`config.mk`:
```
export PLATFORM = sky130hd
export DESIGN_NAME = tcm_exec
export DESIGN_NICKNAME = d
export VERILOG_FILES = /design/src/rtl/tcm_pkg.sv /design/src/rtl/tcm_decode.sv /design/src/rtl/tcm_exec.sv
export SDC_FILE = /design/constraint.sdc
export NUM_CORES = 1
export LEC_CHECK = 0
export ABC_AREA = 1
export CORE_UTILIZATION = 40
export DETAILED_ROUTE_END_ITERATION = 7
export SLEW_MARGIN = 25
export SYNTH_ARGS = -nofsm -noshare
export SYNTH_HDL_FRONTEND = slang
export SYNTH_SLANG_ARGS = --single-unit
```
`constraint.sdc`:
```
create_clock -name CLK -period 10.8 [get_ports CLK]
set_input_delay 3.24 -clock CLK [delete_from_list [all_inputs] [get_ports CLK]]
set_output_delay 3.24 -clock CLK [all_outputs]
set_load 0.02 [all_outputs]
```
`src/rtl/tcm_pkg.sv`:
```
// tcm_pkg: shared opcodes, field positions, core states and memory depth for the two-counter machine
package tcm_pkg;
  typedef enum logic [2:0] {OP_NOP, OP_CLR, OP_INC, OP_DEC, OP_CPY, OP_JMPZ, OP_JMPE, OP_HALT} op_e;
  typedef enum logic [1:0] {S_EXEC, S_HALT, S_FAULT} state_e;
  localparam int OP_HI = 7;
  localparam int OP_LO = 5;
  localparam int RX_BIT = 4;
  localparam int RY_BIT = 3;
  localparam int OFF4_HI = 3;
  localparam int OFF3_HI = 2;
  localparam int IMEM_DEPTH = 128;
endpackage

```
`src/rtl/tcm_decode.sv`:
```
// tcm_decode: splits an instruction word into opcode, register selects and a sign-extended PC offset
module tcm_decode
  import tcm_pkg::*;
(
  input  logic [7:0] instr,
  output op_e        op,
  output logic       rx,
  output logic       ry,
  output logic [7:0] off
);
  // ry is the explicit second operand for JMPE and the other counter for everything else (CPY source)
  always_comb begin
    op = op_e'(instr[OP_HI:OP_LO]);
    rx = instr[RX_BIT];
    ry = op == OP_JMPE ? instr[RY_BIT] : ~instr[RX_BIT];
    off = op == OP_JMPE ? {{5{instr[OFF3_HI]}}, instr[OFF3_HI:0]} : {{4{instr[OFF4_HI]}}, instr[OFF4_HI:0]};
  end
endmodule

```
`src/rtl/tcm_exec.sv`:
```
// tcm_exec: single-issue fetch/execute core running one two-counter instruction per cycle
module tcm_exec
  import tcm_pkg::*;
#(
  parameter int W = 16,
  parameter int CNT_W = 16
) (
  input  logic             CLK,
  input  logic             RESET,
  output logic [7:0]       ADDR,
  input  logic [7:0]       INSTR,
  input  logic             RUN,
  output logic [W-1:0]     REG_A,
  output logic [W-1:0]     REG_B,
  output logic             HALTED,
  output logic             FAULT,
  output logic             OVF,
  output logic [CNT_W-1:0] RETIRED
);
  op_e op;
  state_e state;
  logic rx, ry, sat, zero, take, flt;
  logic [7:0] off, npc;
  logic [W-1:0] cur, oth, nxt;
  tcm_decode u_dec (.instr(INSTR), .op(op), .rx(rx), .ry(ry), .off(off));
  // next value of the addressed counter and the next PC, all from pre-edge state
  always_comb begin
    cur = rx ? REG_B : REG_A;
    oth = ry ? REG_B : REG_A;
    sat = &cur;
    zero = cur == '0;
    nxt = op == OP_CLR ? '0 :
          op == OP_INC ? (sat ? cur : cur + W'(1)) :
          op == OP_DEC ? (zero ? cur : cur - W'(1)) :
          op == OP_CPY ? oth : cur;
    take = (op == OP_JMPZ && zero) || (op == OP_JMPE && cur == oth);
    npc = ADDR + (take ? off : 8'd1);
    flt = npc >= 8'(IMEM_DEPTH);
  end
  // core FSM: retire one instruction per enabled EXEC cycle; a faulting instruction still commits its register effects
  always_ff @(posedge CLK) begin
    if (RESET) begin
      state <= S_EXEC;
      ADDR <= '0;
      REG_A <= '0;
      REG_B <= '0;
      HALTED <= 1'b0;
      FAULT <= 1'b0;
      OVF <= 1'b0;
      RETIRED <= '0;
    end else if (RUN && state == S_EXEC) begin
      if (rx) REG_B <= nxt;
      else REG_A <= nxt;
      OVF <= OVF | (op == OP_INC && sat);
      RETIRED <= &RETIRED ? RETIRED : RETIRED + CNT_W'(1);
      state <= op == OP_HALT ? S_HALT : flt ? S_FAULT : S_EXEC;
      HALTED <= op == OP_HALT || flt;
      FAULT <= op != OP_HALT && flt;
      ADDR <= (op == OP_HALT || flt) ? ADDR : npc;
    end
  end
endmodule

```
==> impl_metrics.ini, run 1 <==
[yosys]
syn_nets = 792
syn_area_per_cell_sq_um = 6.21
yosysUniqueCellTypes = 41
synth_edf_count = 0
syn_inst = 770
syn_area_sq_um = 4780
yosys_warnings = 0
async_reset_ff_share_pct = 0
ys_seq_elements = 60
synth-main-ff-cell = dfxtp_1
synth.yosys.seq_area_share_pct = 25.1

[global_route]
grt_pass1_wl_microns = 25600
grt_pass1_vias = 5024
antenna_found_initial = 0
overflow = 0
globalRouteTotalUtil_pct = 25.9
grt_max_degree = 33

[routing]
route.detailed.drc = 0
num_vias = 5319
wire_per_inst_microns = 16.0
drt_iter0_drc = 395
vias_per_cell = 5.46
dr.pass1.iters = 5
finalWirelength_microns = 15600
ant_nets = 0

[place]
pre_cts_ws_ns = 3.10
io_buffers = 69
globalplace.congestion = 0.960
hpwl_microns = 11800

[floorplan]
fp.dieH_microns = 111
die_w_microns = 111
io_pins = 70
core_area_sq_um = 11500
start_util_pct = 41.5
rows = 39
die_area_sq_um = 12400

[worst_hold_path]
min_path_type = reg2reg
holdPathStages = 2

[worst_setup_path]
critPathMaxFanout = 25
cp_top_family = simple AND/OR/NAND/NOR gates
arrival_ns = 7.68
cp_num_buf_inv = 3
cp.required_ns = 11.08
crit_slowest_cell = clkdlybuf4s50_1
slowest_delay_ns = 0.64
ff2ff_path_depth = 27
critPathLaunchType = primary input
end_kind = flop
crit_type = in2reg
cp.depth = 26
cpMostUsedCell = nand2_1

[sta]
hold_violations = 0
period_share_pct = 68.5
fmax_ghz = 0.135
fin_ws_ns = 3.40
setup_tns_ns = 0
fin_skew_ns = 0.00689
tightest_slew_ns = 0.990
min_period_ns = 7.40
maxSlewViolCount = 0
whs_ns = 0.471
maxSlewHeadroom_pct = 33.8
rsz0062_at_grt = false
setup_viol = 0

[cts]
cts_setup_buffers = 0
clk_pin_slew_worst_paths_ns = 0.06
clk_path_buf_depth = 2
clock_sinks = 60
htree_levels = 3
ctsResizeCount = 0
cts_tree = yes
cts-root-buf = clkbuf_16
clock_latency_ns = 0.34
numCtsBuffers = 9
ctsHoldBuffers = 0

[finish]
fin_nets = 849
insertedDiodeCount = 0
area_growth_syn_to_layout_pct = 22.4
layout-drive-gt1-share_pct = 8.17
fin_util_pct = 50.8
num-fill-cells = 1204

[pwr]
total_power_mw = 0.769
irDropWorstVdd_mv = 0.108
p_per_area_nw_per_um2 = 131
p_leak_nw = 2.43

[status]
status = complete, no violations

[run]
drv_cap = 0
[final timing paths]
kind	start	to	slack [ns]
setup / recovery	INSTR[7]	ADDR[2]$_SDFFE_PP0P_	3.40
hold / removal	RETIRED[15]$_SDFFE_PP0P_	RETIRED[15]$_SDFFE_PP0P_	0.47
setup reg to reg	REG_B[1]$_SDFFE_PP0P_	ADDR[2]$_SDFFE_PP0P_	6.80
hold reg to reg	RETIRED[15]$_SDFFE_PP0P_	RETIRED[15]$_SDFFE_PP0P_	0.47
[per-stage QoR]
step                      cell area, sq um  instances
after CTS                             5850        975
after global placement                5550        959
after global routing                  5850        975
after detailed placement              5540        959
final                                 5850        975
after floorplan                       4780        770
[synth_stat cells, types with 2 or more instances]
| library cell | n | area, sq um |
|---|---|---|
| a21oi_1 | 72 | 360 |
| buf_2 | 3 | 15.0 |
| buf_4 | 2 | 15.0 |
| buf_6 | 5 | 56.3 |
| clkbuf_1 | 20 | 75.1 |
| clkinv_1 | 2 | 7.51 |
| dfxtp_1 | 60 | 1200 |
| ha_1 | 10 | 125 |
| inv_1 | 88 | 330 |
| inv_2 | 3 | 11.3 |
| nand2_1 | 167 | 627 |
| nand2_2 | 6 | 37.5 |
| nand3_1 | 65 | 325 |
| nand3_2 | 8 | 80.1 |
| nand3_4 | 2 | 35.0 |
| nand3b_1 | 2 | 15.0 |
| nand4_1 | 8 | 50.1 |
| nor2_1 | 74 | 278 |
| nor2_2 | 2 | 12.5 |
| nor2_4 | 3 | 33.8 |
| nor3_1 | 20 | 100 |
| nor4_1 | 2 | 12.5 |
| o211ai_1 | 10 | 75.1 |
| o21ai_0 | 77 | 385 |
| o21ai_1 | 7 | 35.0 |
| o21ai_2 | 13 | 114 |
| o21ai_4 | 2 | 32.5 |
| o221ai_1 | 2 | 17.5 |
| or2_2 | 2 | 12.5 |
| xnor2_1 | 2 | 17.5 |
| xor2_1 | 21 | 184 |
[cell families (layout without fill, tap and decap cells)]
group	count (synthesis)	in the layout	share of synthesized area [%]
DFF	60	60	25.1
AOI/OAI and AO/OA	188	188	22.1
adders and majority gates	11	11	3.04
xor gates and xnor gates	23	23	4.21
buffers and inverters	123	185	10.7
and+or+nand+nor	365	365	34.8
[layout make-up]
class	count	area [sq um]	share of cell area, %
Multi-Input combinational cell	587	3070	52.5
Sequential cell	60	1200	20.5
Timing Repair Buffer	76	738	12.6
Inverter	93	349	5.96
Clock buffer	11	253	4.32
Tap cell	143	179	3.06
Clock inverter	5	58.8	1.00
[cells in the final DEF (no fill, tap or decap), drive strengths merged, types with 3 or more instances in the layout]
cell type,n
clkbuf,11
clkdlybuf4s50,68
a21oi,72
ha,10
nand4,10
nor3,20
xor2,21
nand3,75
dfxtp,60
o21ai,99
buf,8
clkinv,3
inv,92
nor2,79
o211ai,10
nand2,173
[power breakdown]
group	total, mW	switching [mW]	leakage (nW)	internal [mW]
sequential	0.249	0.0140	0.491	0.235
clock	0.299	0.107	0.148	0.191
combinational	0.222	0.143	1.79	0.0788
total	0.769	0.265	2.43	0.505
[routing by layer]
layer  vias up  GRT usage [%]  share of wire (%)
met5         -              0                  0
met4         0           9.46                1.9
met1      2438           35.6                 46
met3        23           5.41                7.3
met2       188           39.8                 45
li1       2670              -                  -
[registers in the layout, summed over array words and instances (netlist names)]
register and count:
ADDR 8, REG_A 16, HALTED 1, FAULT 1, state 1, RETIRED 16
OVF 1, REG_B 16
[worst reg2reg max path: stages, from the launching register on]
cell and delay, ns:
dfxtp_1 0.36, nand2_1 0.10, o21ai_2 0.12, inv_1 0.22
ha_1 0.24, inv_1 0.08, nor2_2 0.13, nand2_2 0.10
nor2_4 0.13, nand3_2 0.13, nor2_1 0.19, nand3_1 0.11
nand2_2 0.14, inv_1 0.06, or2_2 0.27, ha_1 0.20
nand3_1 0.07, nand2_1 0.10, nand4_1 0.09, o211ai_1 0.10
xor2_1 0.17, inv_1 0.06, nand3_1 0.10, nand2_2 0.26
nand2_1 0.15, nand2_1 0.10, nand2_1 0.05, nor2_1 0.10
Note: power is estimated with default switching activity, not from simulation.
==> run 2: changes to the inputs <==
clock period = 7.4 ns   (was 10.8 ns; I/O delays follow)
==> impl_metrics.ini, run 2 (synthesized netlist as in run 1, its figures left out) <==
[status]
status = finished with violations
violations = design-rule violations

[cts]
htree_levels = 3
ctsResizeCount = 0
ctsHoldBuffers = 0
clk_pin_slew_worst_paths_ns = 0.05
cts_tree = yes
cts-root-buf = clkbuf_16
clk_path_buf_depth = 2
clock_latency_ns = 0.33
clock_sinks = 60
numCtsBuffers = 9
cts_setup_buffers = 0

[floorplan]
start_util_pct = 41.5
die_area_sq_um = 12400
rows = 39
core_area_sq_um = 11500
io_pins = 70
fp.dieH_microns = 111
die_w_microns = 111

[worst_setup_path]
crit_type = in2reg
cp_num_buf_inv = 7
r2r_end = ADDR[2]$_SDFFE_PP0P_
crit_slowest_cell = clkdlybuf4s50_1
rr_startpoint = REG_B[0]$_SDFFE_PP0P_
ff2ff_path_depth = 27
cp.depth = 28
r2r_setup_slack_ns = 3.29
critPathLaunchType = primary input
critPathMaxFanout = 13
cp.required_ns = 7.67
arrival_ns = 6.75
slowest_delay_ns = 0.58
cp_top_family = simple AND/OR/NAND/NOR gates
end_kind = flop

[sta]
min_period_ns = 6.48
fin_skew_ns = 0.00768
maxSlewViolCount = 0
period_share_pct = 87.5
maxSlewHeadroom_pct = 35.4
fmax_ghz = 0.154
setup_tns_ns = 0
hold_violations = 0
rsz0062_at_grt = false
tightest_slew_ns = 0.966
setup_viol = 0

[global_route]
overflow = 0
grt_pass1_wl_microns = 24800
antenna_found_initial = 0
grt_max_degree = 30
globalRouteTotalUtil_pct = 25.1
grt_pass1_vias = 4866

[worst_hold_path]
min_to = RETIRED[15]$_SDFFE_PP0P_
holdPathStages = 2
min_from = RETIRED[15]$_SDFFE_PP0P_
min_path_type = reg2reg

[routing]
drt_iter0_drc = 418
route.detailed.drc = 1
ant_nets = 0
dr.pass1.iters = 8
vias_per_cell = 5.48
finalWirelength_microns = 15500
num_vias = 5350
wire_per_inst_microns = 15.9

[finish]
insertedDiodeCount = 0
layout-drive-gt1-share_pct = 8.15
top_regs = REG_A (16), REG_B (16), RETIRED (16)
num-fill-cells = 1166
mostFrequentLayoutCells = 167 x nand2_1, 88 x inv_1, 77 x o21ai_0
area_growth_syn_to_layout_pct = 23.5
mostFrequentLayoutCell = nand2_1
fin_nets = 851

[pwr]
p_leak_nw = 2.46
total_power_mw = 1.17
p_per_area_nw_per_um2 = 199
irDropWorstVdd_mv = 0.104

[run]
drv_cap = 0

[place]
hpwl_microns = 11600
globalplace.congestion = 0.996
io_buffers = 69
==> run 2: worst max path at each step <==
stage,end,slack [ns],from
after CTS,ADDR[2]$_SDFFE_PP0P_,0.97,INSTR[4]
final,ADDR[2]$_SDFFE_PP0P_,0.92,INSTR[4]
after floorplan,ADDR[0]$_SDFFE_PP0P_,1.94,INSTR[4]
after detailed placement,ADDR[2]$_SDFFE_PP0P_,0.66,INSTR[4]
after global routing,ADDR[2]$_SDFFE_PP0P_,0.58,INSTR[4]
after global placement,ADDR[2]$_SDFFE_PP0P_,0.69,INSTR[4]
==> run 2: worst min-delay path, stage by stage (launching register included) <==
cell	delay [ns]
dfxtp_1	0.31
inv_1	0.06
a21oi_1	0.06
==> run 2: layer usage <==
layer | global-route usage [%] | vias up | routed length (microns)
met5 | 0 | - | 0
met4 | 12.3 | 0 | 503
met3 | 4.32 | 37 | 889
met2 | 39.1 | 159 | 6970
met1 | 33.6 | 2474 | 7180
li1 | - | 2680 | -
==> run 2: cell type report <==
| type | instances | area, sq um | share of cell area (%) |
|---|---|---|---|
| Multi-Input combinational cell | 587 | 3070 | 52.1 |
| Clock buffer | 10 | 229 | 3.88 |
| Inverter | 93 | 349 | 5.91 |
| Tap cell | 143 | 179 | 3.03 |
| Timing Repair Buffer | 78 | 758 | 12.8 |
| Sequential cell | 60 | 1200 | 20.3 |
| Clock inverter | 6 | 113 | 1.91 |
==> run 2: through the flow <==
step	hold slack [ns]	util, %	worst slack (ns)	instances	instance area [sq um]
after floorplan	0.438	-	1.94	770	4780
after detailed placement	0.464	48.3	0.658	961	5560
after global placement	0.457	48.3	0.690	961	5560
after global routing	0.515	51.3	0.580	977	5900
after CTS	0.475	51.3	0.967	977	5900
final	0.468	51.3	0.924	977	5900
==> run 2: power by group <==
part           total (mW)  leakage (nW)  switching (mW)  internal [mW]
Combinational       0.327          1.80           0.211          0.116
Sequential          0.363         0.491          0.0207          0.342
Clock               0.482         0.167           0.153          0.329
==> edit, RTL diff (config.mk and constraints of run 2) <==
The parameter `W` goes from 16 to 12.
--- a/src/rtl/tcm_exec.sv
+++ b/src/rtl/tcm_exec.sv
@@ -4,3 +4,3 @@
 #(
-  parameter int W = 16,
+  parameter int W = 12,
   parameter int CNT_W = 16
Ports: changed (resized REG_A and REG_B); port bits go from 70 to 62. The function was not compared with the original's and may differ.
==> edit against run 2 <==
- synthesized cell count decreased by 19%
- utilization decreased by 2.3 points
- critical path depth decreased by 6
- area after synthesis decreased by 17%
- final area decreased by 19%
- die area decreased by 16%
- power decreased by 36%
- wire length decreased by 25%
- sequential cell count decreased by 8
- largest power group is now registers
- worst setup slack improved by 32 ps
==> edit: results (changes against run 2) <==
- Largest regs: RETIRED: 16 flops, REG_A: 12 flops, REG_B: 12 flops
- Sequential area share after synthesis: 0.262 (+0.0103)
- CTS clock-pin slew for the worst setup and hold paths: 110 ps (+60 ps)
- Number of global-route vias before repair: 3785 (-22%)
- DR vias: 4296 (-20%)
- Total track usage: 0.232 (-0.0193)
- List of most frequent post-synthesis cells: nand2_1, nand3_1, a21oi_1
- Largest net degree at the start of global routing: 44 (+47%)
- Yosys cell types: 40 (-2.4%)
- Inserted Clock Buffers: 5 (-4)
- Top reg by flops: RETIRED
- Final HPWL DP: 8830 microns (-24%)
- Final Hold Slack: 465 ps (-3.06 ps)
- Wire length of the first global-routing pass: 19000 microns (-23%)
- Leakage Power: 0.00185 uW (-25%)
- Slack of the worst reg-to-reg path: 3750 ps (+460 ps)
- Buffers on Ports: 61 (-12%)
- Total Nets Final: 699 (-18%)
- Area contributors post-synth: dfxtp_1, nand2_1, nand3_1, a21oi_1, o21ai_0
- Initial DRC count: 269 (-36%)
- Placed cell area: 4670 sq um (-16%)
- Post-CTS setup buffer count: 0 (unchanged)
- Outcome: finished, final reports clean
- 1st-pass router iterations: 5 (-3)
- Power Internal: 459 uW (-42%)
- Crit-path max FO: 20 (+7)
- Post-Syn Nets: 649 (-18%)
- Setup TNS: 0 ps (unchanged)
- Clock skew: 12.5 ps (+4.82 ps)
- GPL Wtd Cong: 0.891 (-11%)
- Worst-margin pin slew: 1020 ps (+53.7 ps)
- WL per Instance: 14.4 microns (-9.6%)
- Clock root buffer: clkbuf_8
- Peak supply drop: 115 uV (+10%)
## edit: cell count changes after synthesis, moves of 20 or more
cell | before | now
nand3_1 | 65 | 85
inv_1 | 88 | 63
o21ai_0 | 77 | 54
nand2_1 | 167 | 116
nor2_1 | 74 | 52
## edit: area by class of cell
| cell class | count | area [sq um] |
|---|---|---|
| sequential | 52 | 1040 |
| timing repair buffer | 66 | 648 |
| fill | 1046 | 4960 |
| inverter | 73 | 274 |
| clock buffer | 5 | 68.8 |
| tap | 133 | 166 |
| multi-input combinational | 479 | 2540 |
| clock inverter | 3 | 27.5 |
## edit: layer usage
layer | track usage | part of all wire
met5 | 0 | 0
met4 | 0.0357 | 0.0078
met3 | 0.0262 | 0.049
met2 | 0.343 | 0.43
met1 | 0.361 | 0.52
## edit: worst max-delay path, cell delays in order
cell	delay (ps)
clkdlybuf4s50_1	1100
inv_2	130
nand2_4	220
nand2_4	180
o21ai_0	450
inv_1	110
nand2_1	70
nand3_1	80
nor2_1	120
nand2_1	100
a21boi_0	370
ha_1	310
nand3_1	80
nand2_1	100
nand2_1	80
o311ai_0	140
xor2_1	230
nand3_2	130
nand2_4	180
nand3_1	90
nand2_1	100
nor2_1	40
## edit: power groups by stage
stage	sequential [uW]	clock (uW)	combinational (uW)
floorplan	334	0	159
detailed placement	319	0	252
global placement	319	0	249
CTS	313	184	253
global route	316	196	282
finish	313	176	256
## edit: stage by stage
stage | power (uW) | instances | utilization | setup WS, ps
floorplan | 492 | 627 | - | 2120
global placement | 568 | 803 | 0.479 | 781
detailed placement | 571 | 803 | 0.480 | 683
CTS | 750 | 811 | 0.490 | 1020
global route | 794 | 811 | 0.490 | 623
finish | 746 | 811 | 0.490 | 956
## edit: worst paths after layout
check                                      startpoint              endpoint  depth (start not counted)
worst min-delay path             ADDR[7]$_SDFFE_PP0P_  ADDR[7]$_SDFFE_PP0P_                          2
worst max register to register  REG_B[0]$_SDFFE_PP0P_  ADDR[0]$_SDFFE_PP0P_                         21
worst max-delay path                         INSTR[4]  ADDR[0]$_SDFFE_PP0P_                         22
worst min register to register   ADDR[7]$_SDFFE_PP0P_  ADDR[7]$_SDFFE_PP0P_                          2
## edit: logic make-up after synthesis
| group | after synthesis | share of synthesized area |
|---|---|---|
| AND/OR/NAND/NOR | 299 | 0.349 |
| AO/OA/AOI/OAI | 152 | 0.214 |
| XOR/XNOR | 17 | 0.0374 |
| adder cells (fa/ha/maj) | 11 | 0.0365 |
| buffers and inverters | 96 | 0.102 |
| flip-flops | 52 | 0.262 |
